<file path="config.mk">
export PLATFORM = sky130hd
export DESIGN_NAME = mc_boot_loader
export DESIGN_NICKNAME = d
export VERILOG_FILES = /design/src/rtl/mc_boot_pkg.sv /design/src/rtl/mc_byte_packer.sv /design/src/rtl/mc_boot_loader.sv
export SDC_FILE = /design/constraint.sdc
export NUM_CORES = 1
export LEC_CHECK = 0
export ABC_CLOCK_PERIOD_IN_PS = 5400
export BUFFER_PORTS_ARGS = -buffer_cell sky130_fd_sc_hd__buf_4
export CAP_MARGIN = 20
export CORE_UTILIZATION = 60
export DETAILED_ROUTE_END_ITERATION = 16
export GPL_ROUTABILITY_DRIVEN = 0
export GPL_TIMING_DRIVEN = 1
export PLACE_DENSITY = 0.79
export SYNTH_ARGS = -nofsm -noshare
export SYNTH_HDL_FRONTEND = slang
export SYNTH_HIERARCHICAL = 1
export SYNTH_SLANG_ARGS = --single-unit
export TNS_END_PERCENT = 5
</file>
<file path="constraint.sdc">
create_clock -name i_clk -period 5.4 [get_ports i_clk]
set_clock_uncertainty 0.1 [all_clocks]
set_input_delay 1.62 -clock i_clk [delete_from_list [all_inputs] [get_ports i_clk]]
set_output_delay 1.62 -clock i_clk [all_outputs]
set_load 0.01 [all_outputs]
</file>
<file path="src/rtl/mc_boot_pkg.sv">
// Shared constants for the boot loader: FSM state encoding and frame field sizes.
package mc_boot_pkg;

  localparam logic [2:0] S_ADDR  = 3'd0;
  localparam logic [2:0] S_CNT   = 3'd1;
  localparam logic [2:0] S_DATA  = 3'd2;
  localparam logic [2:0] S_WRITE = 3'd3;
  localparam logic [2:0] S_CSUM  = 3'd4;
  localparam logic [2:0] S_HOLD  = 3'd5;
  localparam logic [2:0] S_DONE  = 3'd6;
  localparam logic [2:0] S_ERR   = 3'd7;

  localparam int ADDR_BYTES = 4;
  localparam int CNT_BYTES  = 2;
  localparam int WORD_BYTES = 4;

  function automatic logic is_rx_state(input logic [2:0] s);
    return (s == S_ADDR) || (s == S_CNT) || (s == S_DATA) || (s == S_CSUM);
  endfunction

endpackage

</file>
<file path="src/rtl/mc_byte_packer.sv">
// MSB-first byte accumulator; 'full' flags the byte that completes a field of 'len' bytes.
module mc_byte_packer (
  input  logic        clk,
  input  logic        rst_n,
  input  logic        shift_en,
  input  logic        take,
  input  logic [2:0]  len,
  input  logic [7:0]  byte_in,
  output logic [31:0] word_next,
  output logic        full
);

  logic [31:0] word;
  logic [2:0]  cnt;

  // Consumers latch word_next on the completing byte, so the field costs no extra cycle.
  assign word_next = {word[23:0], byte_in};
  assign full      = shift_en && (cnt == len - 3'd1);

  // NOTE: non-blocking assignments in clocked blocks make every flop update from pre-edge values.
  always_ff @(posedge clk or negedge rst_n) begin
    if (!rst_n) begin
      word <= '0;
      cnt  <= '0;
    end else if (take) begin
      word <= '0;
      cnt  <= '0;
    end else if (shift_en) begin
      word <= word_next;
      cnt  <= cnt + 3'd1;
    end
  end

endmodule

</file>
<file path="src/rtl/mc_boot_loader.sv">
// Byte-stream program loader: writes the image, then sequences CPU reset release.
// Optional trailing XOR checksum byte is enabled by defining BOOT_CHECKSUM_EN.
module mc_boot_loader
  import mc_boot_pkg::*;
#(
  parameter int MEM_BYTES = 1024,
  parameter int ADDR_W    = 32,
  parameter int RST_HOLD  = 4
) (
  input  logic              i_clk,
  input  logic              i_rst_n,
  input  logic [7:0]        i_rx_data,
  input  logic              i_rx_valid,
  output logic              o_rx_ready,
  output logic              o_mem_we,
  output logic [ADDR_W-1:0] o_mem_addr,
  output logic [31:0]       o_mem_wdata,
  output logic              o_cpu_rst_n,
  output logic              o_done,
  output logic              o_err
);

  logic [2:0]        state, state_nxt;
  logic [ADDR_W-1:0] base;
  logic [15:0]       n_words, k, hold_cnt;
  logic              accept, pk_shift, pk_full;
  logic [2:0]        pk_len;
  logic [31:0]       pk_word_next;
  logic [ADDR_W:0]   wr_addr, wr_last;
  logic              out_of_range;
`ifdef BOOT_CHECKSUM_EN
  logic [7:0]        csum;
`endif

  assign accept   = o_rx_ready && i_rx_valid;
  assign pk_shift = accept && ((state == S_ADDR) || (state == S_CNT) || (state == S_DATA));
  assign pk_len   = (state == S_CNT)  ? 3'(CNT_BYTES)  :
                    (state == S_ADDR) ? 3'(ADDR_BYTES) : 3'(WORD_BYTES);

  // One extra bit so an address that wraps past 2^ADDR_W still reads as out of range.
  assign wr_addr      = (ADDR_W+1)'(base) + ((ADDR_W+1)'(k) << 2);
  assign wr_last      = wr_addr + (ADDR_W+1)'(3);
  assign out_of_range = wr_last >= (ADDR_W+1)'(MEM_BYTES);

  mc_byte_packer u_packer (
    .clk       (i_clk),
    .rst_n     (i_rst_n),
    .shift_en  (pk_shift),
    .take      (pk_full),
    .len       (pk_len),
    .byte_in   (i_rx_data),
    .word_next (pk_word_next),
    .full      (pk_full)
  );

  // NOTE: defaulting state_nxt before the case keeps this block free of inferred latches.
  always_comb begin
    state_nxt = state;
    case (state)
      S_ADDR:  if (pk_full) state_nxt = S_CNT;
      S_CNT:   if (pk_full) begin
                 if (base[1:0] != 2'b00)          state_nxt = S_ERR;
                 else if (pk_word_next[15:0] == 0) state_nxt = S_HOLD;
                 else                              state_nxt = S_DATA;
               end
      S_DATA:  if (pk_full) state_nxt = out_of_range ? S_ERR : S_WRITE;
      S_WRITE: begin
                 if (k != n_words - 16'd1) state_nxt = S_DATA;
`ifdef BOOT_CHECKSUM_EN
                 else                      state_nxt = S_CSUM;
`else
                 else                      state_nxt = S_HOLD;
`endif
               end
`ifdef BOOT_CHECKSUM_EN
      S_CSUM:  if (accept) state_nxt = (i_rx_data == csum) ? S_HOLD : S_ERR;
`endif
      S_HOLD:  if (hold_cnt == 16'(RST_HOLD - 1)) state_nxt = S_DONE;
      S_DONE:  state_nxt = S_DONE;
      S_ERR:   state_nxt = S_ERR;
      default: state_nxt = S_ERR;
    endcase
  end

  // Outputs are registered from state_nxt so they are glitch-free and all zero in reset.
  always_ff @(posedge i_clk or negedge i_rst_n) begin
    if (!i_rst_n) begin
      state       <= S_ADDR;
      base        <= '0;
      n_words     <= '0;
      k           <= '0;
      hold_cnt    <= '0;
      o_rx_ready  <= 1'b0;
      o_mem_we    <= 1'b0;
      o_mem_addr  <= '0;
      o_mem_wdata <= '0;
      o_cpu_rst_n <= 1'b0;
      o_done      <= 1'b0;
      o_err       <= 1'b0;
    end else begin
      state       <= state_nxt;
      o_rx_ready  <= is_rx_state(state_nxt);
      o_mem_we    <= (state_nxt == S_WRITE);
      o_cpu_rst_n <= (state_nxt == S_DONE);
      o_done      <= (state_nxt == S_DONE);
      o_err       <= (state_nxt == S_ERR);
      if (state == S_ADDR && pk_full) base    <= ADDR_W'(pk_word_next);
      if (state == S_CNT  && pk_full) n_words <= pk_word_next[15:0];
      if (state == S_DATA && state_nxt == S_WRITE) begin
        o_mem_addr  <= wr_addr[ADDR_W-1:0];
        o_mem_wdata <= pk_word_next;
      end
      if (state == S_WRITE) k        <= k + 16'd1;
      if (state == S_HOLD)  hold_cnt <= hold_cnt + 16'd1;
    end
  end

`ifdef BOOT_CHECKSUM_EN
  always_ff @(posedge i_clk or negedge i_rst_n) begin
    if (!i_rst_n)      csum <= '0;
    else if (pk_shift) csum <= csum ^ i_rx_data;
  end
`endif

endmodule

</file>
==> results.sh <==
export IMPL_clockRootBuffer="clkbuf_16"
export IMPL_start_util_pct=62.2
export IMPL_irDropWorstVdd_mv=0.204
export IMPL_ys_top_cells_by_area="dfrtp_1, mux2_2, xnor2_1"
export IMPL_fin_crit_sh_pct=92.4
export IMPL_fin_setup_tns_ns=0
export IMPL_syn_inst=865
export IMPL_ys_top_cells_by_count="dfrtp_1, nor2_1, nand2_1, xnor2_1, mux2_2"
export IMPL_cp_end_kind="flop"
export IMPL_rows=45
export IMPL_grt_pass1_wl_mm=34.6
export IMPL_grt_ovfl_total=0
export IMPL_clkLatencyLatePin_ns=0.42
export IMPL_cts_hold_fix_buffers=0
export IMPL_layout_min_cycle_time_ns=4.99
export IMPL_synth_edf_count=0
export IMPL_setup_viol=0
export IMPL_p_int_mw=1.95
export IMPL_clk_path_buf_depth=2
export IMPL_die_area_sq_mm=0.0164
export IMPL_cp_data_required_time_ns=5.61
export IMPL_synthFlopType="dfrtp_1"
export IMPL_finalHoldViolations=0
export IMPL_crit_slowest_cell="or4_1"
export IMPL_grt_start_max_net_pins=83
export IMPL_cts_tree="done"
export IMPL_io_buffers=79
export IMPL_path_clk_slew_ns=0.07
export IMPL_yosysWarnings=6
export IMPL_async_reset_ff_share_pct=100
export IMPL_swShare_pct=22.9
export IMPL_avgViaCountPerCell=5.93
export IMPL_antenna_found_initial=1
export IMPL_post_cts_buffers=0
export IMPL_yosysTopAreaCell="dfrtp_1"
export IMPL_drtAntennaViolNets=0
export IMPL_dp_hpwl_mm=15.0
export IMPL_cts_sinks=178
export IMPL_start_kind="flop"
export IMPL_slew_headroom_pct=38.8
export IMPL_hp_class="reg -> reg"
export IMPL_yosysTopAreaCellShare_pct=46.6
export IMPL_core_area_sq_mm=0.0154
export IMPL_drv_slew=0
export IMPL_cap_violations=0
export IMPL_power_density_mw_per_mm2=234
export IMPL_drc=0
export IMPL_die_h_um=128
export IMPL_cp_cell_sequence="ha_1, fa_1, a21o_1, a221oi_2, nor4_1, o31a_1, xnor2_1, nor2_1, nand4_1, or4_1, a211oi_2, nand4b_1, buf_4, mux2_1"
export IMPL_status="complete, no violations"
export IMPL_syn_area_sq_mm=0.00956
export IMPL_routed_wl_mm=21.0
export IMPL_grt_pass1_vias=6831
export IMPL_placed_cell_area_sq_mm=0.0102
export IMPL_fillCellCount=1147
export IMPL_path_class="reg -> reg"
export IMPL_crit_path_max_incr_delay_ns=0.57
export IMPL_stdcell_area_sq_mm=0.0108
export IMPL_antenna_cells=0
export IMPL_seq_power_share_pct=52.8
export IMPL_synth_seq_area_share_pct=46.6
export IMPL_die_w_um=128
export IMPL_finalNetCount=961
export IMPL_max_freq_mhz=200
export IMPL_cts_resized=0
export IMPL_p_switching_mw=0.576
export IMPL_dr_pass1_iters=5
export IMPL_power_frac_clock_pct=45.5
export IMPL_worstPathMaxFanout=65
export IMPL_grt_usage_pct=27.4
export IMPL_comb_power_share_pct=1.6
export IMPL_io_pins=80
export IMPL_leakage_nw=5.23
export IMPL_post_synth_top_count_cell="dfrtp_1"
export IMPL_syn_to_final_growth_pct=12.8
export IMPL_vias=6828
export IMPL_htree_levels=4
export IMPL_numCtsBuffers=17
export IMPL_syn_avg_cell_area_sq_um=11.0
export IMPL_drt_first_iter_violations=434
export IMPL_synth_seq_cells=178
export IMPL_worst_pin_slew_ns=0.918
export IMPL_synth_distinct_cells=77
export IMPL_worstPathArrival_ns=5.20
export IMPL_layout_drive_gt1_share_pct=23.4
export IMPL_rsz0062_at_grt="no"
export IMPL_wl_per_cell_um=18.2
==> flip-flops by register name, summed over array words and instances, names as in the netlist <==
name and flops:
o_err 1, k 16, o_done 1, o_mem_we 1, u_packer/word 24, o_mem_wdata 32
hold_cnt 16, u_packer/cnt 3, o_rx_ready 1, o_mem_addr 32, base 32, n_words 16
state 3
==> critical path: cells and delay by family, from the launching register on <==
kind            cells  cell delay [ns]
buf+inv             1             0.43
fa+ha+maj           2             0.69
mux                 1             0.43
compound gates      4             1.33
simple gates        5             1.23
xor+xnor            1             0.18
flops               1             0.47
==> layout make-up <==
cell class	instances	area (sq um)	area share, %
clock inverter	14	126	1.17
sequential	178	4450	41.3
multi-input combinational	624	4770	44.3
tap	211	264	2.45
timing repair buffer	87	657	6.10
inverter	20	75.1	0.697
clock buffer	18	429	3.98
==> metrics by stage <==
| step | hold WS [ns] | utilization (%) | instances | worst slack (ns) | total power [mW] |
|---|---|---|---|---|---|
| floorplan | 0.346 | - | 866 | 1.08 | 1.37 |
| global placement | 0.365 | 66.5 | 1120 | 0.605 | 1.40 |
| detailed placement | 0.364 | 66.5 | 1120 | 0.464 | 1.40 |
| CTS | 0.378 | 70.1 | 1152 | 0.436 | 2.54 |
| global route | 0.406 | 70.1 | 1152 | 0.0508 | 2.61 |
| finish | 0.370 | 70.1 | 1152 | 0.412 | 2.52 |
==> metal layers <==
layer	GRT usage [%]	share of wire, %	vias to the layer above
met3	6.01	4.9	40
met5	0	0.062	-
met2	44.0	48	170
met1	36.2	45	3380
met4	11.1	2.4	2
li1	-	-	3236
==> power groups by stage <==
stage          Clock [mW]  Combinational (mW)  Sequential [mW]
6_report             1.15              0.0412             1.33
2_1_floorplan           0             0.00820             1.36
3_3_place_gp            0              0.0433             1.36
3_5_place_dp            0              0.0434             1.36
5_1_grt              1.23              0.0480             1.33
4_1_cts              1.17              0.0432             1.33
==> logic make-up (layout without fill, tap and decap cells) <==
family	after synthesis	in the layout	synth area share, %
AO/OA/AOI/OAI	117	117	8.72
XOR/XNOR	81	81	7.57
adder cells (fa/ha/maj)	22	22	2.96
buffers and inverters	64	139	3.71
flip-flops	178	178	46.6
multiplexers	117	117	14.4
other	1	2	0.0392
AND/OR/NAND/NOR	285	285	15.9
==> path summary, 6_finish.rpt <==
kind	startpoint	endpoint	slack, ns	depth (start not counted)
hold reg to reg	hold_cnt[15]	hold_cnt[15]	0.37	1
min in group asynchronous	i_rst_n	hold_cnt[15]	1.12	1
hold / removal	hold_cnt[15]	hold_cnt[15]	0.37	1
max in group asynchronous	i_rst_n	k[6]	3.03	2
setup / recovery	k[0]	o_mem_wdata[2]	0.41	14
setup reg to reg	k[0]	o_mem_wdata[2]	0.41	14
==> placed cells by master, fill, tap and decap left out, drive strengths merged, types with 8 or more instances in the layout <==
cell,n
o21ai,23
nand2b,8
and3,18
nand2,58
nand4,23
xnor2,55
nand3,30
mux2i,31
buf,87
a211oi,11
clkbuf,18
xor2,25
a21oi,25
inv,26
dfrtp,178
mux2,86
nor3,12
ha,21
nor4,15
nor2,60
and2,24
a31oi,9
(Power assumes the default switching activity.)
